$ cat config.mk
export PLATFORM = sky130hd
export DESIGN_NAME = aurora_to_fifo
export DESIGN_NICKNAME = d
export VERILOG_FILES = /design/src/rtl/aurora_to_fifo.sv
export SDC_FILE = /design/constraint.sdc
export NUM_CORES = 2
export LEC_CHECK = 0
export CAP_MARGIN = 20
export CORE_ASPECT_RATIO = 1.75
export CORE_MARGIN = 4
export CORE_UTILIZATION = 30
export DETAILED_ROUTE_END_ITERATION = 7
export PLACE_DENSITY = 0.49
export SYNTH_ARGS = -nofsm -noshare
export SYNTH_HDL_FRONTEND = slang
export SYNTH_SLANG_ARGS = --single-unit
$ cat constraint.sdc
create_clock -name user_clk -period 99.5 [get_ports user_clk]
set_clock_uncertainty 0.1 [all_clocks]
set_input_delay 24.875 -clock user_clk [delete_from_list [all_inputs] [get_ports user_clk]]
set_output_delay 24.875 -clock user_clk [all_outputs]
set_load 0.01 [all_outputs]
$ cat src/rtl/aurora_to_fifo.sv
// Aurora user-RX AXI4-Stream reassembler: gathers the beats of one frame into a
// PACKET_SIZE_BITS word (first beat in the MSBs) and writes it to the RX packet FIFO.
module aurora_to_fifo #(
  parameter int         PACKET_SIZE_BITS = 1024,
  parameter int         NUMBER_OF_LANES  = 2,
  parameter logic [7:0] ID_LOCAL_FPGA    = 8'h00
) (
  input  logic                          user_clk,
  input  logic                          reset_TX_RX_Block,
  input  logic                          channel_up,
  input  logic [32*NUMBER_OF_LANES-1:0] m_axi_rx_tdata,
  input  logic                          m_axi_rx_tvalid,
  input  logic                          m_axi_rx_tlast,
  input  logic                          full,
  output logic                          wr_en,
  output logic [PACKET_SIZE_BITS-1:0]   din,
  output logic [15:0]                   pkt_drop_cnt,
  output logic [15:0]                   pkt_err_cnt
);

  localparam int N      = 32 * NUMBER_OF_LANES;
  localparam int P      = PACKET_SIZE_BITS;
  localparam int BPB    = N / 8;
  localparam int NB     = P / N;
  localparam int CW     = $clog2(NB + 1);
  localparam int BPB_SH = $clog2(BPB);
  localparam int MAXB   = P / 8;

  typedef enum logic [1:0] {
    IDLE     = 2'd0,
    ASSEMBLE = 2'd1,
    DISCARD  = 2'd2
  } state_t;

  state_t        state_q;
  logic [P-1:0]  asm_q;
  logic [P-1:0]  din_q;
  logic [CW-1:0] cnt_q;
  logic [CW-1:0] eb_q;
  logic          id_ok_q;
  logic          wr_en_q;
  logic [15:0]   drop_q;
  logic [15:0]   err_q;

  logic [7:0]    hdr_dst;
  logic [15:0]   hdr_len;
  logic [17:0]   hdr_bytes;
  logic [17:0]   hdr_beats;
  logic          hdr_legal;
  logic          hdr_id_ok;
  logic [CW-1:0] hdr_eb_d;
  logic [CW-1:0] cnt_inc_d;
  logic          beat_ok;
  logic [P-1:0]  asm_hdr_d;
  logic [P-1:0]  asm_next_d;
  logic [P-1:0]  commit_word_d;
  logic          commit_id_ok_d;
  logic          commit_d;
  logic          err_d;
  logic          drop_d;
  logic          write_d;

  // Header decode: word0[23:16] is the destination ID, word1[15:0] the payload length.
  always_comb begin
    hdr_dst   = m_axi_rx_tdata[N-9 -: 8];
    hdr_len   = m_axi_rx_tdata[N-49 -: 16];
    hdr_bytes = {2'b00, hdr_len} + 18'd8;
    hdr_legal = (hdr_bytes <= 18'(MAXB));
    hdr_beats = (hdr_bytes + 18'(BPB - 1)) >> BPB_SH;
    hdr_eb_d  = CW'(hdr_beats);
    hdr_id_ok = (hdr_dst == ID_LOCAL_FPGA);
    beat_ok   = channel_up && m_axi_rx_tvalid;
    cnt_inc_d = cnt_q + CW'(1);
  end

  always_comb begin
    asm_hdr_d = '0;
    asm_hdr_d[P-1 -: N] = m_axi_rx_tdata;
    asm_next_d = asm_q;
    for (int k = 0; k < NB; k++) begin
      if (cnt_q == CW'(k)) asm_next_d[P-1-k*N -: N] = m_axi_rx_tdata;
    end
  end

  // Frame events for the current cycle; a commit always carries the tlast beat's data.
  always_comb begin
    commit_d       = 1'b0;
    err_d          = 1'b0;
    commit_id_ok_d = (state_q == IDLE) ? hdr_id_ok : id_ok_q;
    commit_word_d  = (state_q == IDLE) ? asm_hdr_d : asm_next_d;
    case (state_q)
      IDLE: begin
        if (beat_ok) begin
          if (!hdr_legal)          err_d    = 1'b1;
          else if (m_axi_rx_tlast) commit_d = 1'b1;
        end
      end
      ASSEMBLE: begin
        if (!channel_up) begin
          err_d = 1'b1;
        end else if (m_axi_rx_tvalid) begin
          if (m_axi_rx_tlast) begin
            if (cnt_inc_d == eb_q) commit_d = 1'b1;
            else                   err_d    = 1'b1;
          end else if (cnt_inc_d == CW'(NB)) begin
            err_d = 1'b1;
          end
        end
      end
      default: ;
    endcase
    drop_d  = commit_d && (!commit_id_ok_d || full);
    write_d = commit_d && commit_id_ok_d && !full;
  end

  always_ff @(posedge user_clk or posedge reset_TX_RX_Block) begin
    if (reset_TX_RX_Block) begin
      state_q <= IDLE;
      asm_q   <= '0;
      din_q   <= '0;
      cnt_q   <= '0;
      eb_q    <= '0;
      id_ok_q <= 1'b0;
      wr_en_q <= 1'b0;
      drop_q  <= '0;
      err_q   <= '0;
    end else begin
      wr_en_q <= write_d;
      if (write_d) din_q <= commit_word_d;
      if (drop_d && (drop_q != 16'hFFFF)) drop_q <= drop_q + 16'd1;
      if (err_d && (err_q != 16'hFFFF))   err_q  <= err_q + 16'd1;
      case (state_q)
        IDLE: begin
          if (beat_ok) begin
            asm_q   <= asm_hdr_d;
            cnt_q   <= CW'(1);
            eb_q    <= hdr_eb_d;
            id_ok_q <= hdr_id_ok;
            if (!hdr_legal)           state_q <= m_axi_rx_tlast ? IDLE : DISCARD;
            else if (!m_axi_rx_tlast) state_q <= ASSEMBLE;
          end
        end
        ASSEMBLE: begin
          if (!channel_up) begin
            state_q <= IDLE;
          end else if (m_axi_rx_tvalid) begin
            asm_q <= asm_next_d;
            cnt_q <= cnt_inc_d;
            if (m_axi_rx_tlast)               state_q <= IDLE;
            else if (cnt_inc_d == CW'(NB))    state_q <= DISCARD;
          end
        end
        DISCARD: begin
          if (!channel_up || (m_axi_rx_tvalid && m_axi_rx_tlast)) state_q <= IDLE;
        end
        default: state_q <= IDLE;
      endcase
    end
  end

  assign wr_en        = wr_en_q;
  assign din          = din_q;
  assign pkt_drop_cnt = drop_q;
  assign pkt_err_cnt  = err_q;

endmodule

==> impl_results.md <==
* Run status: finished clean
* Count of max-cap constraint violations at 0
* Half-perimeter wire length after detailed placement at 238,000 um
* Clock latency reported for the late side of the worst-skew pair at 0.89 ns
* Total detailed-routing wirelength at roughly 400,000 um
* Max frequency at 0.0314 GHz
* Sum of overflow across all layers after global routing at 0
* Final critical-path required period at about 32 ns
* # Post-CTS Setup Buffers at 0
* Number of global-route vias before repair at approximately 76,000
* DIE WIDTH at ~440 um
* Power density relative to cell area at between 15 and 20 nW/um2
* Crit path kind: input pin to register
* Gate count after technology mapping at about 8,700
* Initial antenna violation count at 11
* Area grow syn2layout at 21.7%
* Worst path required time at 100.17 ns
* Number of synthesized flops with an enable pin at 0
* Pin count of the biggest net entering global routing at 217
* Number of max-slew violations in the final report at 0
* Wire per inst at ~29 um
* Number of library cell types mapped by synthesis at slightly below 50
* Die height at ~770 um
* Clock tree from TritonCTS: yes
* Largest driver fanout on the critical path at around 210
* Detailed Route Iter0 Violations at ~6,500
* Length of the first detailed-routing pass in iterations at 6
* Overall Global Routing Usage at about 22%
* CTS Buf Count at roughly 220
* Final net count at roughly 9,200
* XOR/XNOR Fraction of Synth Area at less than 1%
* Fraction of the yosys area taken by sequential cells at between 50% and 60%
* Wire length of the first global-routing pass at ~560,000 um
* Most used cell, CP: sky130_fd_sc_hd__buf_4
* Multiplexer area fraction after synthesis at between 10% and 20%
* Number of synthesized register bits at 2,094
* Crit-path slowest cell: sky130_fd_sc_hd__buf_4
* Worst-path cell chain: buf_2, buf_4, ha_1, nand2_1, or3_1, nand4_1, a211oi_2, a31oi_1, or3_4, buf_12, buf_4, buf_12, buf_4, buf_4, nand2_1, o31ai_1
* Startpoint kind of the worst setup timing path: input pin
* Final count of negative-setup-slack endpoints at 0
* CTS Sinks at 2,094
* Layout cell share with drive strength beyond 1 at roughly 8.4%
* Largest family of logic cells by synthesized area: compound AO/OA/AOI/OAI gates
* Family with the most delay on the worst path: buffers and inverters
* Multi-input gate area in the final layout at ~41,000 um2
* LEAKAGE at roughly 0.056 uW
* Top-level port count at between 1,000 and 1,500
* Overall via count from detail_route at 76,700
* Peak ir drop on the vdd network at 13.1 uV
* Area of the placeable core at 326,000 um2
* Number of port buffers at about 1,100
* Setup total negative slack at 0 ns
* Synthesized-area fraction occupied by ao, oa, aoi and oai cells at 24.9%
* Master cell of the clock root buffer: sky130_fd_sc_hd__clkbuf_16
* Slowest stage delay, CP at roughly 0.9 ns
* Routability Congestion at 0.814
* Final-layout fill cell count at ~32,000
* Synth Area in Simple Gates at ~5.3%
* Final hold vios at 0
* Leading cell type in the layout, fill and taps excluded: sky130_fd_sc_hd__dfrtp_1
* DRC viols at 0
* Capturing element type of the critical path: register
* Post-CTS Hold Fix Bufs at 0
* Tightest Pin Transition at roughly 1.5 ns
* Core Util, Final at between 30 and 40%
* Arrival time of the worst setup path at 32.54 ns
* Final Cycle Share at 32.0%
* Register Area at between 50,000 and 60,000 um2
* Routed vias/inst at about 5.6
* Unrepaired setup endpoints after global routing: false
* Relative slew margins at under 10%
* Max Buffers Root-to-Sink at 4
* Antenna viol nets, final at 0
* Most used cells in the layout excluding fill and tap cells: sky130_fd_sc_hd__dfrtp_1 (2,093), sky130_fd_sc_hd__a22o_1 (1,793), sky130_fd_sc_hd__nand2_1 (1,180), sky130_fd_sc_hd__clkdlybuf4s50_1 (1,062), sky130_fd_sc_hd__mux2i_1 (1,022)
* Buffer and inverter count on the worst path at 7
* Number of cell rows at approximately 280
* Cts repair resizes at 0
* Share of synthesized registers carrying an async set or reset at between 90% and 100%
* Mean instance size in the synthesized netlist at around 11 um2
* Cell area after synthesis at 98,300 um2
* Adder and majority cell fraction of the synthesized area at less than 1%
* Die ar. at 337,000 um2
* Path category of the worst min-delay check: register to register
* Most common flop cell mapped by yosys: sky130_fd_sc_hd__dfrtp_1
* Post-Synthesis Net Count at ~9,000
* Initial standard-cell utilization of the core at between 30% and 40%
* Yosys warning count at 0
* H-tree levels at 4
* Clock slew at the register clock pins of the worst setup and hold paths at approximately 0.060 ns
[layout make-up]
class	instances	area share, %
sequential	2094	43.8
multi-input combinational	5441	34.7
timing repair buffer	1307	10.6
clock buffer	309	5.21
tap	4324	4.52
clock inverter	78	0.926
inverter	76	0.245
antenna	11	0.0230
[worst reg2reg max path, stage by stage, from the launching register on]
cell and delay (ns):
sky130_fd_sc_hd__dfrtp_1 0.48, sky130_fd_sc_hd__ha_1 0.44, sky130_fd_sc_hd__and3_1 0.27, sky130_fd_sc_hd__ha_4 0.23
sky130_fd_sc_hd__xor2_1 0.16, sky130_fd_sc_hd__nand4_1 0.11, sky130_fd_sc_hd__nor2_1 0.05, sky130_fd_sc_hd__and3b_1 0.16
sky130_fd_sc_hd__a31oi_1 0.48, sky130_fd_sc_hd__or3_4 0.63, sky130_fd_sc_hd__buf_12 0.71, sky130_fd_sc_hd__buf_4 0.99
sky130_fd_sc_hd__buf_12 0.69, sky130_fd_sc_hd__buf_4 1.09, sky130_fd_sc_hd__buf_4 0.96, sky130_fd_sc_hd__nand2_1 0.25
sky130_fd_sc_hd__o31ai_1 0.10
[through the flow]
step	area, um2	worst slack [ns]	hold slack, ns	total power, uW	instances
final	120000	67.63	0.377	1840	13600
after floorplan	98300	15.37	0.350	947	8699
after global routing	120000	67.14	0.393	1900	13600
after detailed placement	112000	66.89	0.367	991	13200
after global placement	112000	67.00	0.362	989	13200
after CTS	119000	67.86	0.382	1860	13600
[where the power goes]
group,internal (uW),switching [uW],total (uW)
registers,859,4.88,864
logic,20.4,89.0,109
clock network,496,369,865
[logic make-up after synthesis]
group,after synthesis
compound gates,2982
xor+xnor,44
fa+ha+maj,10
buf+inv,1164
flops,2094
mux,1088
simple gates,1317
[worst paths after layout]
path	start	endpoint	slack (ns)	cells after the start
max in group asynchronous	reset_TX_RX_Block	asm_q[45]	71.05	6
worst min-delay path	din[349]	din[349]	0.38	2
worst min register to register	din[349]	din[349]	0.38	2
worst max-delay path	m_axi_rx_tdata[3]	din[679]	67.63	16
min in group asynchronous	reset_TX_RX_Block	din[328]	24.33	2
worst max register to register	cnt_q[0]	din[679]	91.49	16
[metal layers]
metal  routed length [um]  global-route usage, %  vias to the layer above  share of wire, %
met5                    0                      0                        -                 0
met4                15900                   8.35                        0               4.1
met3                22400                   3.28                      499               5.8
met2               175000                   34.1                     2694                45
met1               176000                   31.6                    40200                45
li1                     -                      -                    33300                 -
[flip-flops by register name, indices dropped and copies added (netlist names)]
register / cells
pkt_err_cnt: 16
pkt_drop_cnt: 16
id_ok_q: 1
wr_en: 1
cnt_q: 5
din: 1024
asm_q: 1024
eb_q: 5
state_q: 2
[Yosys cell counts, drive strengths merged (4+ instances only)]
cell type	count	area share (%)
a21oi	8	0.041
xor2	20	0.18
nand3	22	0.13
dfrtp	2094	53
inv	76	0.29
nor3	11	0.056
and2	5	0.032
nor2	27	0.10
o31ai	961	7.7
nand4	15	0.095
a22o	1793	16
o21ai	207	1.1
nor4	6	0.053
mux2i	1022	10
and3	17	0.11
nand2	1194	4.6
xnor2	24	0.21
mux2	66	0.76
clkbuf	852	3.3
or3	4	0.025
ha	10	0.13
buf	236	1.3
(Power assumes the default switching activity.)
